<file path="src/rtl/ser_sub_pkg.sv">
// Shared types and constants for the bit-serial subtractor.
package ser_sub_pkg;

    typedef enum logic [1:0] {
        IDLE  = 2'd0,
        SHIFT = 2'd1,
        DONE  = 2'd2
    } state_e;

    localparam int unsigned DEFAULT_WIDTH = 8;

endpackage

</file>
<file path="src/rtl/full_sub_bit.sv">
// Combinational 1-bit full subtractor: d = a - b - bin, with borrow-out.
module full_sub_bit (
    input  logic a,
    input  logic b,
    input  logic bin,
    output logic d,
    output logic bout
);

    always_comb begin
        d    = a ^ b ^ bin;
        bout = (~a & b) | (~(a ^ b) & bin);
    end

endmodule

</file>
<file path="src/rtl/ser_sub8.sv">
// Bit-serial subtractor: A - B computed LSB-first, one bit per enabled clock.
// Optional signed-overflow output enabled by defining SER_SUB_OVF_EN.
module ser_sub8
    import ser_sub_pkg::*;
#(
    parameter int unsigned WIDTH = DEFAULT_WIDTH
) (
    input  logic             clk,
    input  logic             rst_n,
    input  logic             ena,
    input  logic             start,
    input  logic [WIDTH-1:0] a,
    input  logic [WIDTH-1:0] b,
    output logic             busy,
    output logic             done,
    output logic [WIDTH-1:0] diff,
`ifdef SER_SUB_OVF_EN
    output logic             ovf,
`endif
    output logic             borrow
);

    localparam int unsigned CNT_W = $clog2(WIDTH) + 1;

    state_e             state_q, state_d;
    logic [WIDTH-1:0]   a_sr_q, a_sr_d;
    logic [WIDTH-1:0]   b_sr_q, b_sr_d;
    logic [WIDTH-1:0]   diff_q, diff_d;
    logic [CNT_W-1:0]   cnt_q, cnt_d;
    logic               br_q, br_d;
    logic               borrow_q, borrow_d;
`ifdef SER_SUB_OVF_EN
    logic               a_msb_q, a_msb_d;
    logic               b_msb_q, b_msb_d;
    logic               ovf_q, ovf_d;
`endif

    logic               bit_d;
    logic               bit_bout;

    full_sub_bit u_full_sub_bit (
        .a    (a_sr_q[0]),
        .b    (b_sr_q[0]),
        .bin  (br_q),
        .d    (bit_d),
        .bout (bit_bout)
    );

    always_comb begin
        state_d  = state_q;
        a_sr_d   = a_sr_q;
        b_sr_d   = b_sr_q;
        diff_d   = diff_q;
        cnt_d    = cnt_q;
        br_d     = br_q;
        borrow_d = borrow_q;
`ifdef SER_SUB_OVF_EN
        a_msb_d  = a_msb_q;
        b_msb_d  = b_msb_q;
        ovf_d    = ovf_q;
`endif
        if (ena) begin
            case (state_q)
                IDLE: begin
                    if (start) begin
                        a_sr_d  = a;
                        b_sr_d  = b;
                        br_d    = 1'b0;
                        cnt_d   = '0;
                        state_d = SHIFT;
`ifdef SER_SUB_OVF_EN
                        a_msb_d = a[WIDTH-1];
                        b_msb_d = b[WIDTH-1];
`endif
                    end
                end
                SHIFT: begin
                    // Result bit enters at the MSB so diff is aligned after WIDTH shifts
                    diff_d = {bit_d, diff_q[WIDTH-1:1]};
                    a_sr_d = a_sr_q >> 1;
                    b_sr_d = b_sr_q >> 1;
                    br_d   = bit_bout;
                    cnt_d  = cnt_q + 1'b1;
                    if (cnt_q == CNT_W'(WIDTH - 1)) begin
                        state_d  = DONE;
                        borrow_d = bit_bout;
`ifdef SER_SUB_OVF_EN
                        ovf_d    = (a_msb_q != b_msb_q) && (bit_d != a_msb_q);
`endif
                    end
                end
                DONE: begin
                    state_d = IDLE;
                end
                default: begin
                    state_d = IDLE;
                end
            endcase
        end
    end

    always_ff @(posedge clk or negedge rst_n) begin
        if (!rst_n) begin
            state_q  <= IDLE;
            a_sr_q   <= '0;
            b_sr_q   <= '0;
            diff_q   <= '0;
            cnt_q    <= '0;
            br_q     <= 1'b0;
            borrow_q <= 1'b0;
`ifdef SER_SUB_OVF_EN
            a_msb_q  <= 1'b0;
            b_msb_q  <= 1'b0;
            ovf_q    <= 1'b0;
`endif
        end else begin
            state_q  <= state_d;
            a_sr_q   <= a_sr_d;
            b_sr_q   <= b_sr_d;
            diff_q   <= diff_d;
            cnt_q    <= cnt_d;
            br_q     <= br_d;
            borrow_q <= borrow_d;
`ifdef SER_SUB_OVF_EN
            a_msb_q  <= a_msb_d;
            b_msb_q  <= b_msb_d;
            ovf_q    <= ovf_d;
`endif
        end
    end

    always_comb begin
        busy   = (state_q == SHIFT);
        done   = (state_q == DONE);
        diff   = diff_q;
        borrow = borrow_q;
`ifdef SER_SUB_OVF_EN
        ovf    = ovf_q;
`endif
    end

endmodule

</file>
<file path="config.mk">
export PLATFORM = sky130hd
export DESIGN_NAME = ser_sub8
export DESIGN_NICKNAME = d
export VERILOG_FILES = /design/src/rtl/ser_sub_pkg.sv /design/src/rtl/full_sub_bit.sv /design/src/rtl/ser_sub8.sv
export SDC_FILE = /design/constraint.sdc
export NUM_CORES = 1
export LEC_CHECK = 0
export CAP_MARGIN = 10
export CORE_UTILIZATION = 40
export DETAILED_ROUTE_END_ITERATION = 8
export PLACE_DENSITY = 0.65
export SYNTH_ARGS = -nofsm -noshare
export SYNTH_HDL_FRONTEND = slang
export SYNTH_HIERARCHICAL = 1
export SYNTH_SLANG_ARGS = --single-unit
</file>
<file path="constraint.sdc">
create_clock -name clk -period 1.52 [get_ports clk]
set_clock_uncertainty 0.2 [all_clocks]
set_input_delay 0.304 -clock clk [delete_from_list [all_inputs] [get_ports clk]]
set_output_delay 0.304 -clock clk [all_outputs]
set_load 0.01 [all_outputs]
</file>
==> results of run 1 <==
-- flip-flops by register name, indices dropped and copies added, names as in the netlist --
name     cells
a_sr_q       8
b_sr_q       8
diff         8
cnt_q        4
state_q      2
borrow       1
br_q         1
-- cells by family after synthesis --
kind of cell / synth area share (%)
compound gates: 4.98
flops: 50.6
buf+inv: 4.19
simple gates: 7.59
mux: 30.6
fa+ha+maj: 2.06
-- path summary, 6_finish.rpt --
check,from,end,depth (start not counted)
worst max-delay path,state_q[1],a_sr_q[2],5
worst min-delay path,rst_n,diff[4],2
worst max register to register,state_q[1],a_sr_q[2],5
worst min register to register,b_sr_q[7],b_sr_q[7],2
max in group asynchronous,rst_n,a_sr_q[6],2
min in group clk,b_sr_q[7],b_sr_q[7],2
-- layout make-up --
| type | count | area share [%] |
|---|---|---|
| tap | 48 | 2.55 |
| clock inverter | 2 | 1.49 |
| inverter | 8 | 1.27 |
| clock buffer | 6 | 3.08 |
| timing repair buffer | 53 | 23.0 |
| sequential | 32 | 34.0 |
| multi-input combinational | 72 | 34.7 |
-- metrics by stage --
step | cells | setup WS (ns) | area [um^2] | hold slack, ns | total power, mW
global route | 221 | -0.203 | 2360 | 0.192 | 4.41
floorplan | 118 | -0.120 | 1610 | -0.192 | 2.51
detailed placement | 206 | -0.371 | 2060 | 0.294 | 3.11
finish | 221 | -0.190 | 2360 | 0.182 | 4.14
CTS | 222 | -0.164 | 2300 | 0.181 | 4.01
global placement | 206 | -0.339 | 2060 | 0.286 | 3.04
-- synth_stat cells (3+ instances only) --
cell type and count:
mux2_2 18, nand3_1 3, nand2_1 3, inv_1 8
mux2_4 18, dfrtp_1 32, o21ai_0 9
-- where the power goes --
part | switching [mW] | internal, mW | leakage, nW
combinational | 0.676 | 1.23 | 0.662
sequential | 0.236 | 1.21 | 0.405
clock | 0.305 | 0.486 | 0.0552
-- metal layers --
metal  track usage [%]  wire, um  vias to the layer above  part of all wire, %
met5                 0         0                        -                    0
met3              5.63       166                        5                  4.9
met2              30.7      1640                       28                   49
li1                  -         -                      525                    -
met1              21.3      1500                      553                   45
met4              8.33        63                        0                  1.9
-- worst max-delay path: cells and delay by family (launching register included) --
family / cells / cell delay, ns
simple gates: 1 / 0.16
buf+inv: 2 / 0.28
mux: 2 / 0.56
flops: 1 / 0.39
-- what timing repair did --
action                     CTS  global route
buffers inserted             7             4
gates cloned                 1             0
pin swaps                    7             7
gates resized for setup     37            28
setup endpoints to repair   35            31
==> summary.txt, run 1 <==
STA
  • Slew @ Worst Pin: 0.258 ns
  • Final setup viols: 27
  • Setup repair after global routing missed its margin: yes
  • Final TNS setup: -3.77 ns
  • Final hold vios: 0
  • Slew headroom: around 83%
  • Final Critical Period: between 1.5 and 2 ns
  • Final Cycle Share: 113%
  • FMAX: ~0.58 GHz
  • Final worst slack: -0.190 ns
  • Final Max Tran Viols: 0

Power
  • Max IR drop VDD: approximately 0.94 mV
  • Power per cell area: 1760 nW/um^2
  • Leak pwr: 1.12 nW

Yosys
  • Mapped Area: 1580 um^2
  • Yosys reg bits: 32
  • Avg Cell Area, Syn: 13.4 um^2
  • Ys async rst share: 100%
  • Synth cell types: 26
  • Top cell type's share of synthesized area: 50.6%
  • Post-synth EDFFs: 0
  • Prevailing post-synth register cell: dfrtp_1
  • Yosys warnings: 6
  • Mapped Cells: around 120
  • Top post-synthesis cells by area: dfrtp_1 (51%), mux2_4 (17%), mux2_2 (13%)
  • Syn nets: 140
  • Synth area leader: dfrtp_1
  • Seq/Total Area, Yosys: 50.6%

Floorplanning
  • Die W: approximately 65 um
  • Number of core rows: 22
  • I/O pin cnt: 31
  • Die Y-Extent: 64.9 um
  • DIE AREA: 4210 um^2
  • Initial Utilization: 42.6%
  • Core footprint: about 3700 um^2

Global routing
  • Antenna violations before repair: 0
  • Remaining Overflow, GRT: 0
  • First-pass GRT wire length: between 5 and 6 mm
  • Vias in the first global route: 1237
  • Largest net degree at the start of global routing: 33
  • Gr usage total: between 10% and 20%

Critical path
  • Slowest stage delay, CP: about 0.39 ns
  • Crit path required time: 1.49 ns
  • Crit path capture type: register
  • Most used cell along the critical path: mux2_4
  • Worst reg2reg setup slack: -0.19 ns
  • Kind of critical path: reg2reg
  • Slowest CP cell: dfrtp_1
  • Crit-path cells: buf_6 -> nand2b_4 -> buf_8 -> mux2_4 -> mux2_4
  • CP max FO: 7
  • Startpoint Class: register
  • Crit path DAT: 1.68 ns

Clock tree
  • Clock Tree Root: clkbuf_8
  • Hold-fix buffers at CTS: 0
  • H-tree level count: 2
  • CTS tree: built
  • Clk slew on worst S/H paths: around 0.06 ns
  • Clock Tree Buf Depth: 2
  • Worst skew pair latency: 0.28 ns
  • Cts bufs inserted: 5
  • CTS sink cnt: 32

Place
  • Post-DP HPWL: 2.15 mm
  • Routability cong.: 0.853
  • Port Buffer Count: 30

Layout
  • Area grow syn2layout: 48.9%
  • Fillers: approximately 300
  • Final core utilization: 63.4%
  • Register area: 801 um^2
  • Antenna Cells: 0
  • Commonest non-fill, non-tap cells in the layout: dfrtp_1 (32), mux2_4 (31), clkdlybuf4s50_1 (18), buf_4 (11), buf_6 (8)
  • Most common cell after layout, fill and taps aside: dfrtp_1
  • Layout cells sized above 1: 47.4%
  • Multi-input logic area: 817 um^2
  • Fin nets: 194

Drt
  • Number of nets with antenna violations after routing: 0
  • Residual DRC: 0
  • Final WL: 3.36 mm
  • Iteration-0 DRC Markers: 44
  • Drt pass-1 iters: 4
  • Drt via density: about 5.0
  • Vias: approximately 1100
  • WL/cell: between 15 and 20 um

Run status
  • Violated checks: setup timing
  • Status: complete, but fails checks

Hold path
  • Hold Path Class: in2async

Job
  • Maxcap violations: 0
(Power assumes the default switching activity.)
==> run 2: changes to the inputs <==
--- a/config.mk
+++ b/config.mk
@@ -11,5 +11,4 @@
 export PLACE_DENSITY = 0.65
 export SYNTH_ARGS = -nofsm -noshare
 export SYNTH_HDL_FRONTEND = slang
-export SYNTH_HIERARCHICAL = 1
 export SYNTH_SLANG_ARGS = --single-unit
==> summary.txt, run 2 <==
Yosys
  • Top post-synthesis cells by area: dfrtp_1 (50%), mux2_4 (15%), mux2_2 (13%) (was dfrtp_1 (51%), mux2_4 (17%), mux2_2 (13%))
  • Top-count cell post-synth: dfrtp_1 (unchanged)
  • Syn nets: 138 (was 140)
  • Avg Cell Area, Syn: 13.8 um^2 (was 13.4 um^2)
  • Synth area leader: dfrtp_1 (unchanged)
  • Mapped Area: 1600 um^2 (was 1580 um^2)
  • Mapped Cells: 116 (was 118)
  • Top cell type's share of synthesized area: 49.9% (was 50.6%)
  • Post-synth EDFFs: 0 (unchanged)
  • Commonest cells in the netlist: dfrtp_1 (32), mux2_2 (18), mux2_4 (16) (was dfrtp_1 (32), mux2_2 (18), mux2_4 (18))
  • Ys async rst share: 100% (unchanged)
  • Synth cell types: 26 (unchanged)
  • Yosys reg bits: 32 (unchanged)
  • Yosys warnings: 0 (was 6)
  • Prevailing post-synth register cell: dfrtp_1 (unchanged)
  • Seq/Total Area, Yosys: 49.9% (was 50.6%)

Critical path
  • Crit path DAT: 1.68 ns (about the same)
  • Crit path required time: 1.48 ns (was 1.49 ns)
  • Slowest stage delay, CP: 0.40 ns (was 0.39 ns)
  • Worst reg2reg setup slack: -0.20 ns (was -0.19 ns)
  • Startpoint Class: register (unchanged)
  • Crit-path cells: buf_6 -> nand2b_4 -> buf_8 -> mux2_4 -> mux2_4 (unchanged)
  • Slowest CP cell: dfrtp_1 (unchanged)
  • Worst reg2reg path startpoint: state_q[1] (unchanged)
  • R2r endpoint: b_sr_q[3] (was a_sr_q[2])
  • Kind of critical path: reg2reg (unchanged)
  • R2R cell count: 5 (unchanged)
  • CP max FO: 8 (was 7)
  • Crit path capture type: register (unchanged)
  • Most used cell along the critical path: mux2_4 (unchanged)

Drt
  • Drt via density: 4.95 (was 5.03)
  • Iteration-0 DRC Markers: 27 (was 44)
  • Top sig layer: met4 (unchanged)
  • Number of nets with antenna violations after routing: 0 (unchanged)
  • Drt pass-1 iters: 4 (unchanged)
  • Final WL: 3.32 mm (was 3.36 mm)
  • Met2 WL: 1.60 mm (was 1.64 mm)
  • Routed wl met3: 224 um (was 166 um)
  • Metal1 wirelength: 1.46 mm (was 1.50 mm)
  • WL/cell: 15.1 um (was 15.2 um)
  • Vias: 1088 (was 1111)
  • Residual DRC: 0 (unchanged)

Clock tree
  • Clock Tree Root: clkbuf_8 (unchanged)
  • Clk slew on worst S/H paths: 0.06 ns (about the same)
  • Worst skew pair latency: 0.28 ns (about the same)
  • Clock Tree Buf Depth: 2 (unchanged)
  • Cts bufs inserted: 5 (unchanged)
  • CTS sink cnt: 32 (unchanged)
  • H-tree level count: 2 (unchanged)
  • CTS tree: built (unchanged)

STA
  • Final worst slack: -0.200 ns (was -0.190 ns)
  • FMAX: 0.582 GHz (was 0.585 GHz)
  • Final Max Tran Viols: 0 (unchanged)
  • Final Critical Period: 1.72 ns (was 1.71 ns)
  • Final Cycle Share: 113% (about the same)
  • Slew @ Worst Pin: 0.238 ns (was 0.258 ns)
  • Setup repair after global routing missed its margin: yes (unchanged)
  • Slew headroom: 84.0% (was 82.6%)
  • Final hold vios: 0 (unchanged)
  • Final setup viols: 25 (was 27)

Layout
  • Commonest non-fill, non-tap cells in the layout: dfrtp_1 (32), mux2_4 (24), clkdlybuf4s50_1 (18), buf_4 (14), mux2_2 (10) (was dfrtp_1 (32), mux2_4 (31), clkdlybuf4s50_1 (18), buf_4 (11), buf_6 (8))
  • Most common cell after layout, fill and taps aside: dfrtp_1 (unchanged)
  • Area grow syn2layout: 42.6% (was 48.9%)
  • Antenna Cells: 0 (unchanged)
  • Layout cells sized above 1: 46.5% (was 47.4%)
  • Fin nets: 193 (was 194)
  • Layout Cells excl Fill: 220 (was 221)

Power
  • Power per cell area: 1930 nW/um^2 (was 1760 nW/um^2)
  • Total power: 4.41 mW (was 4.14 mW)
  • Leak pwr: 1.09 nW (was 1.12 nW)
  • Max IR drop VDD: 1.18 mV (was 0.943 mV)

Job
  • Maxcap violations: 0 (unchanged)

Global routing
  • Largest net degree at the start of global routing: 33 (unchanged)
  • Vias in the first global route: 1130 (was 1237)
  • First-pass GRT wire length: 5.34 mm (was 5.59 mm)
  • Gr usage total: 17.3% (was 18.3%)
  • Antenna violations before repair: 0 (unchanged)
  • Remaining Overflow, GRT: 0 (unchanged)

Hold path
  • Hold Path Class: in2async (unchanged)

Floorplanning
  • Core footprint: 3740 um^2 (was 3720 um^2)
  • I/O pin cnt: 31 (unchanged)
  • Die W: 65.3 um (was 64.9 um)
  • Number of core rows: 22 (unchanged)
  • Die Y-Extent: 65.3 um (was 64.9 um)
  • DIE AREA: 4270 um^2 (was 4210 um^2)
  • Initial Utilization: 42.8% (was 42.6%)

Run status
  • Status: complete, but fails checks (unchanged)
  • Violated checks: setup timing (unchanged)

Place
  • Port Buffer Count: 30 (unchanged)
  • Routability cong.: 0.743 (was 0.853)
  • Cells after DPL: 202 (was 206)
  • Post-DP HPWL: 2.13 mm (was 2.15 mm)
## run 2: logic make-up after synthesis
kind of cell | Yosys count | synth area share, %
compound gates | 15 | 5.46
fa+ha+maj | 2 | 2.03
buf+inv | 14 | 5.46
flops | 32 | 49.9
mux | 37 | 29.5
simple gates | 16 | 7.64
## run 2: power breakdown
| group | internal (mW) | leakage (nW) | switching (mW) |
|---|---|---|---|
| logic | 1.43 | 0.659 | 0.822 |
| clock network | 0.369 | 0.0455 | 0.293 |
| registers | 1.25 | 0.387 | 0.252 |
## run 2: worst max-delay path by stage
stage / from / endpoint / slack (ns)
floorplan: state_q[1] / a_sr_q[4] / -0.12
global placement: ena / b_sr_q[2] / -0.37
detailed placement: ena / b_sr_q[3] / -0.42
CTS: state_q[1] / b_sr_q[3] / -0.20
global route: state_q[1] / b_sr_q[3] / -0.23
finish: state_q[1] / b_sr_q[3] / -0.20
## run 2: layout make-up
cell class              instances  area (um^2)
clock buffers                   8         90.1
fillers                       326         1460
inverters                       8         30.0
multi-input cells              70          788
flip-flops and latches         32          801
well taps                      48         60.1
repair buffers                 54          518
## run 2: worst max-delay path: cells and delay by family, from the launching register on
kind,cells,cell delay [ns]
muxes,2,0.56
DFF,1,0.40
and+or+nand+nor,1,0.16
buffers and inverters,2,0.28
## run 2: per-stage QoR
stage                     hold WS, ns  setup slack (ns)  instance area (um^2)  setup TNS, ns  utilization (%)
after floorplan                -0.192            -0.123                  1610          -1.04                -
after global placement          0.282            -0.374                  2040          -8.97             54.4
after detailed placement        0.291            -0.422                  2040         -10.01             54.4
after CTS                       0.182            -0.204                  2230          -2.70             59.7
after global routing            0.193            -0.227                  2290          -3.92             61.1
final                           0.183            -0.200                  2290          -2.92             61.1
## run 2: timing repair
| action | in CTS | in global routing |
|---|---|---|
| buffers inserted | 5 | 4 |
| gates cloned | 1 | 0 |
| endpoints found under the hold margin | 0 | 0 |
| resized for setup | 43 | 10 |
| setup endpoints to repair | 34 | 33 |
| pin swaps | 2 | 0 |
| hold buffers | 0 | 0 |
## run 2: layer usage
metal	vias to the layer above	global-route usage, %
li1	519	-
met1	530	21.7
met2	35	26.9
met3	4	7.12
met4	0	5.71
met5	-	0
==> run 3: changes to the inputs <==
--- a/config.mk
+++ b/config.mk
@@ -6,9 +6,11 @@
 export NUM_CORES = 1
 export LEC_CHECK = 0
 export CAP_MARGIN = 10
-export CORE_UTILIZATION = 40
+export CELL_PAD_IN_SITES_DETAIL_PLACEMENT = 0
+export CELL_PAD_IN_SITES_GLOBAL_PLACEMENT = 1
+export CORE_UTILIZATION = 37
 export DETAILED_ROUTE_END_ITERATION = 8
-export PLACE_DENSITY = 0.65
+export PLACE_DENSITY = 0.72
 export SYNTH_ARGS = -nofsm -noshare
 export SYNTH_HDL_FRONTEND = slang
 export SYNTH_SLANG_ARGS = --single-unit
==> constraint.sdc (replaced) <==
create_clock -name clk -period 1.52 [get_ports clk]
set_clock_uncertainty 0.2 [all_clocks]
set_input_delay 0.38 -clock clk [delete_from_list [all_inputs] [get_ports clk]]
set_output_delay 0.38 -clock clk [all_outputs]
set_load 0.01 [all_outputs]
==> summary.txt, run 3 (same netlist as run 2, synthesis figures left out) <==
Run status
  • Status: complete, but fails checks (unchanged)
  • Violated checks: setup timing (unchanged)

STA
  • FMAX: 0.605 GHz (was 0.582 GHz)
  • Final TNS setup: -2.15 ns (was -2.92 ns)
  • Slew @ Worst Pin: 0.219 ns (was 0.238 ns)
  • Final hold vios: 0 (unchanged)
  • Final worst slack: -0.132 ns (was -0.200 ns)
  • Final setup viols: 26 (was 25)
  • Final Max Tran Viols: 0 (unchanged)
  • Final Cycle Share: 109% (was 113%)
  • Final Critical Period: 1.65 ns (was 1.72 ns)
  • Setup repair after global routing missed its margin: yes (unchanged)
  • Slew headroom: 85.3% (was 84.0%)

Global routing
  • Remaining Overflow, GRT: 0 (unchanged)
  • Vias in the first global route: 1139 (was 1130)
  • Largest net degree at the start of global routing: 33 (unchanged)
  • First-pass GRT wire length: 5.38 mm (was 5.34 mm)
  • Antenna violations before repair: 0 (unchanged)
  • Gr usage total: 16.5% (was 17.3%)

Critical path
  • CP max FO: 5 (was 8)
  • Crit path required time: 1.48 ns (about the same)
  • Crit-path cells: buf_6 -> nand2b_4 -> buf_6 -> mux2_4 -> mux2_4 (was buf_6 -> nand2b_4 -> buf_8 -> mux2_4 -> mux2_4)
  • Startpoint Class: register (unchanged)
  • Slowest stage delay, CP: 0.40 ns (about the same)
  • Crit path capture type: register (unchanged)
  • Slowest CP cell: dfrtp_1 (unchanged)
  • Crit path DAT: 1.61 ns (was 1.68 ns)
  • Buf/Inv on CP: 2 (unchanged)
  • Largest delay share family, worst path: multiplexers (unchanged)
  • Kind of critical path: reg2reg (unchanged)

Clock tree
  • Hold-fix buffers at CTS: 0 (unchanged)
  • Worst skew pair latency: 0.28 ns (about the same)
  • Clock Tree Root: clkbuf_8 (unchanged)
  • Clock Tree Buf Depth: 2 (unchanged)
  • CTS tree: built (unchanged)
  • Cts bufs inserted: 5 (unchanged)
  • CTS sink cnt: 32 (unchanged)
  • Clk slew on worst S/H paths: 0.06 ns (about the same)
  • H-tree level count: 2 (unchanged)

Drt
  • Final WL: 3.35 mm (was 3.32 mm)
  • Drt via density: 4.98 (was 4.95)
  • Residual DRC: 0 (unchanged)
  • Number of nets with antenna violations after routing: 0 (unchanged)
  • Vias: 1090 (was 1088)
  • WL/cell: 15.3 um (was 15.1 um)
  • Drt pass-1 iters: 4 (unchanged)
  • Iteration-0 DRC Markers: 61 (was 27)

Layout
  • Final core utilization: 56.4% (was 61.1%)
  • Most common cell after layout, fill and taps aside: mux2_4 (was dfrtp_1)
  • Antenna Cells: 0 (unchanged)
  • Commonest non-fill, non-tap cells in the layout: mux2_4 (34), dfrtp_1 (32), clkdlybuf4s50_1 (17), buf_6 (11), buf_4 (11) (was dfrtp_1 (32), mux2_4 (24), clkdlybuf4s50_1 (18), buf_4 (14), mux2_2 (10))
  • Fin nets: 193 (unchanged)
  • Area grow syn2layout: 43.6% (was 42.6%)
  • Finished Cell Area: 2300 um^2 (was 2290 um^2)
  • Layout cells sized above 1: 47.9% (was 46.5%)

Floorplanning
  • Die W: 67.8 um (was 65.3 um)
  • DIE AREA: 4600 um^2 (was 4270 um^2)
  • I/O pin cnt: 31 (unchanged)
  • Number of core rows: 23 (was 22)
  • Die Y-Extent: 67.8 um (was 65.3 um)
  • Core footprint: 4090 um^2 (was 3740 um^2)
  • Initial Utilization: 39.3% (was 42.8%)

Hold path
  • Hold Path Class: in2async (unchanged)

Power
  • Max IR drop VDD: 0.908 mV (was 1.18 mV)
  • Total power: 4.45 mW (was 4.41 mW)
  • Power per cell area: 1930 nW/um^2 (about the same)
  • Leak pwr: 1.11 nW (was 1.09 nW)

Job
  • Maxcap violations: 0 (unchanged)

Place
  • Port Buffer Count: 30 (unchanged)
  • Post-DP Area: 2040 um^2 (about the same)
  • Routability cong.: 0.715 (was 0.743)
  • Post-DP HPWL: 2.05 mm (was 2.13 mm)
[run 3: path summary, 6_finish.rpt]
path / startpoint / to / slack, ns / cells after the start
min reg2reg: b_sr_q[7] / b_sr_q[7] / 0.30 / 2
min in group clk: b_sr_q[7] / b_sr_q[7] / 0.30 / 2
min: rst_n / state_q[0] / 0.26 / 2
max in group asynchronous: rst_n / diff[6] / 0.67 / 2
max: state_q[0] / a_sr_q[0] / -0.13 / 5
max reg2reg: state_q[0] / a_sr_q[0] / -0.13 / 5
[run 3: final cells by class]
type                    instances  area, um^2
fillers                       362        1780
multi-input cells              70         822
flip-flops and latches         32         801
repair buffers                 54         519
clock buffers                   5        68.8
well taps                      50        62.6
inverters                       8        30.0
[run 3: power by group]
group | total [mW] | switching (mW) | internal, mW
combinational | 2.37 | 0.830 | 1.54
clock | 0.575 | 0.281 | 0.294
sequential | 1.50 | 0.253 | 1.25
total | 4.45 | 1.36 | 3.08
[run 3: metrics by stage]
stage | instances | setup slack, ns | hold slack, ns
after floorplan | 116 | -0.123 | -0.116
after global placement | 204 | -0.420 | 0.285
after CTS | 218 | -0.126 | 0.266
after detailed placement | 204 | -0.454 | 0.294
final | 219 | -0.132 | 0.264
after global routing | 219 | -0.172 | 0.273
[run 3: routing by layer]
layer | global-route usage, % | vias to the layer above | wire, um
met4 | 7.03 | 0 | 58
met1 | 20.4 | 538 | 1590
met5 | 0 | - | 0
met2 | 26.9 | 26 | 1520
li1 | - | 519 | -
met3 | 4.50 | 7 | 175
[run 3: repair_timing]
item,in CTS,in global routing
pin swaps,6,1
endpoints found under the hold margin,0,0
resized for setup,57,25
cloned,1,1
setup endpoints to repair,40,34
setup buffers,8,2
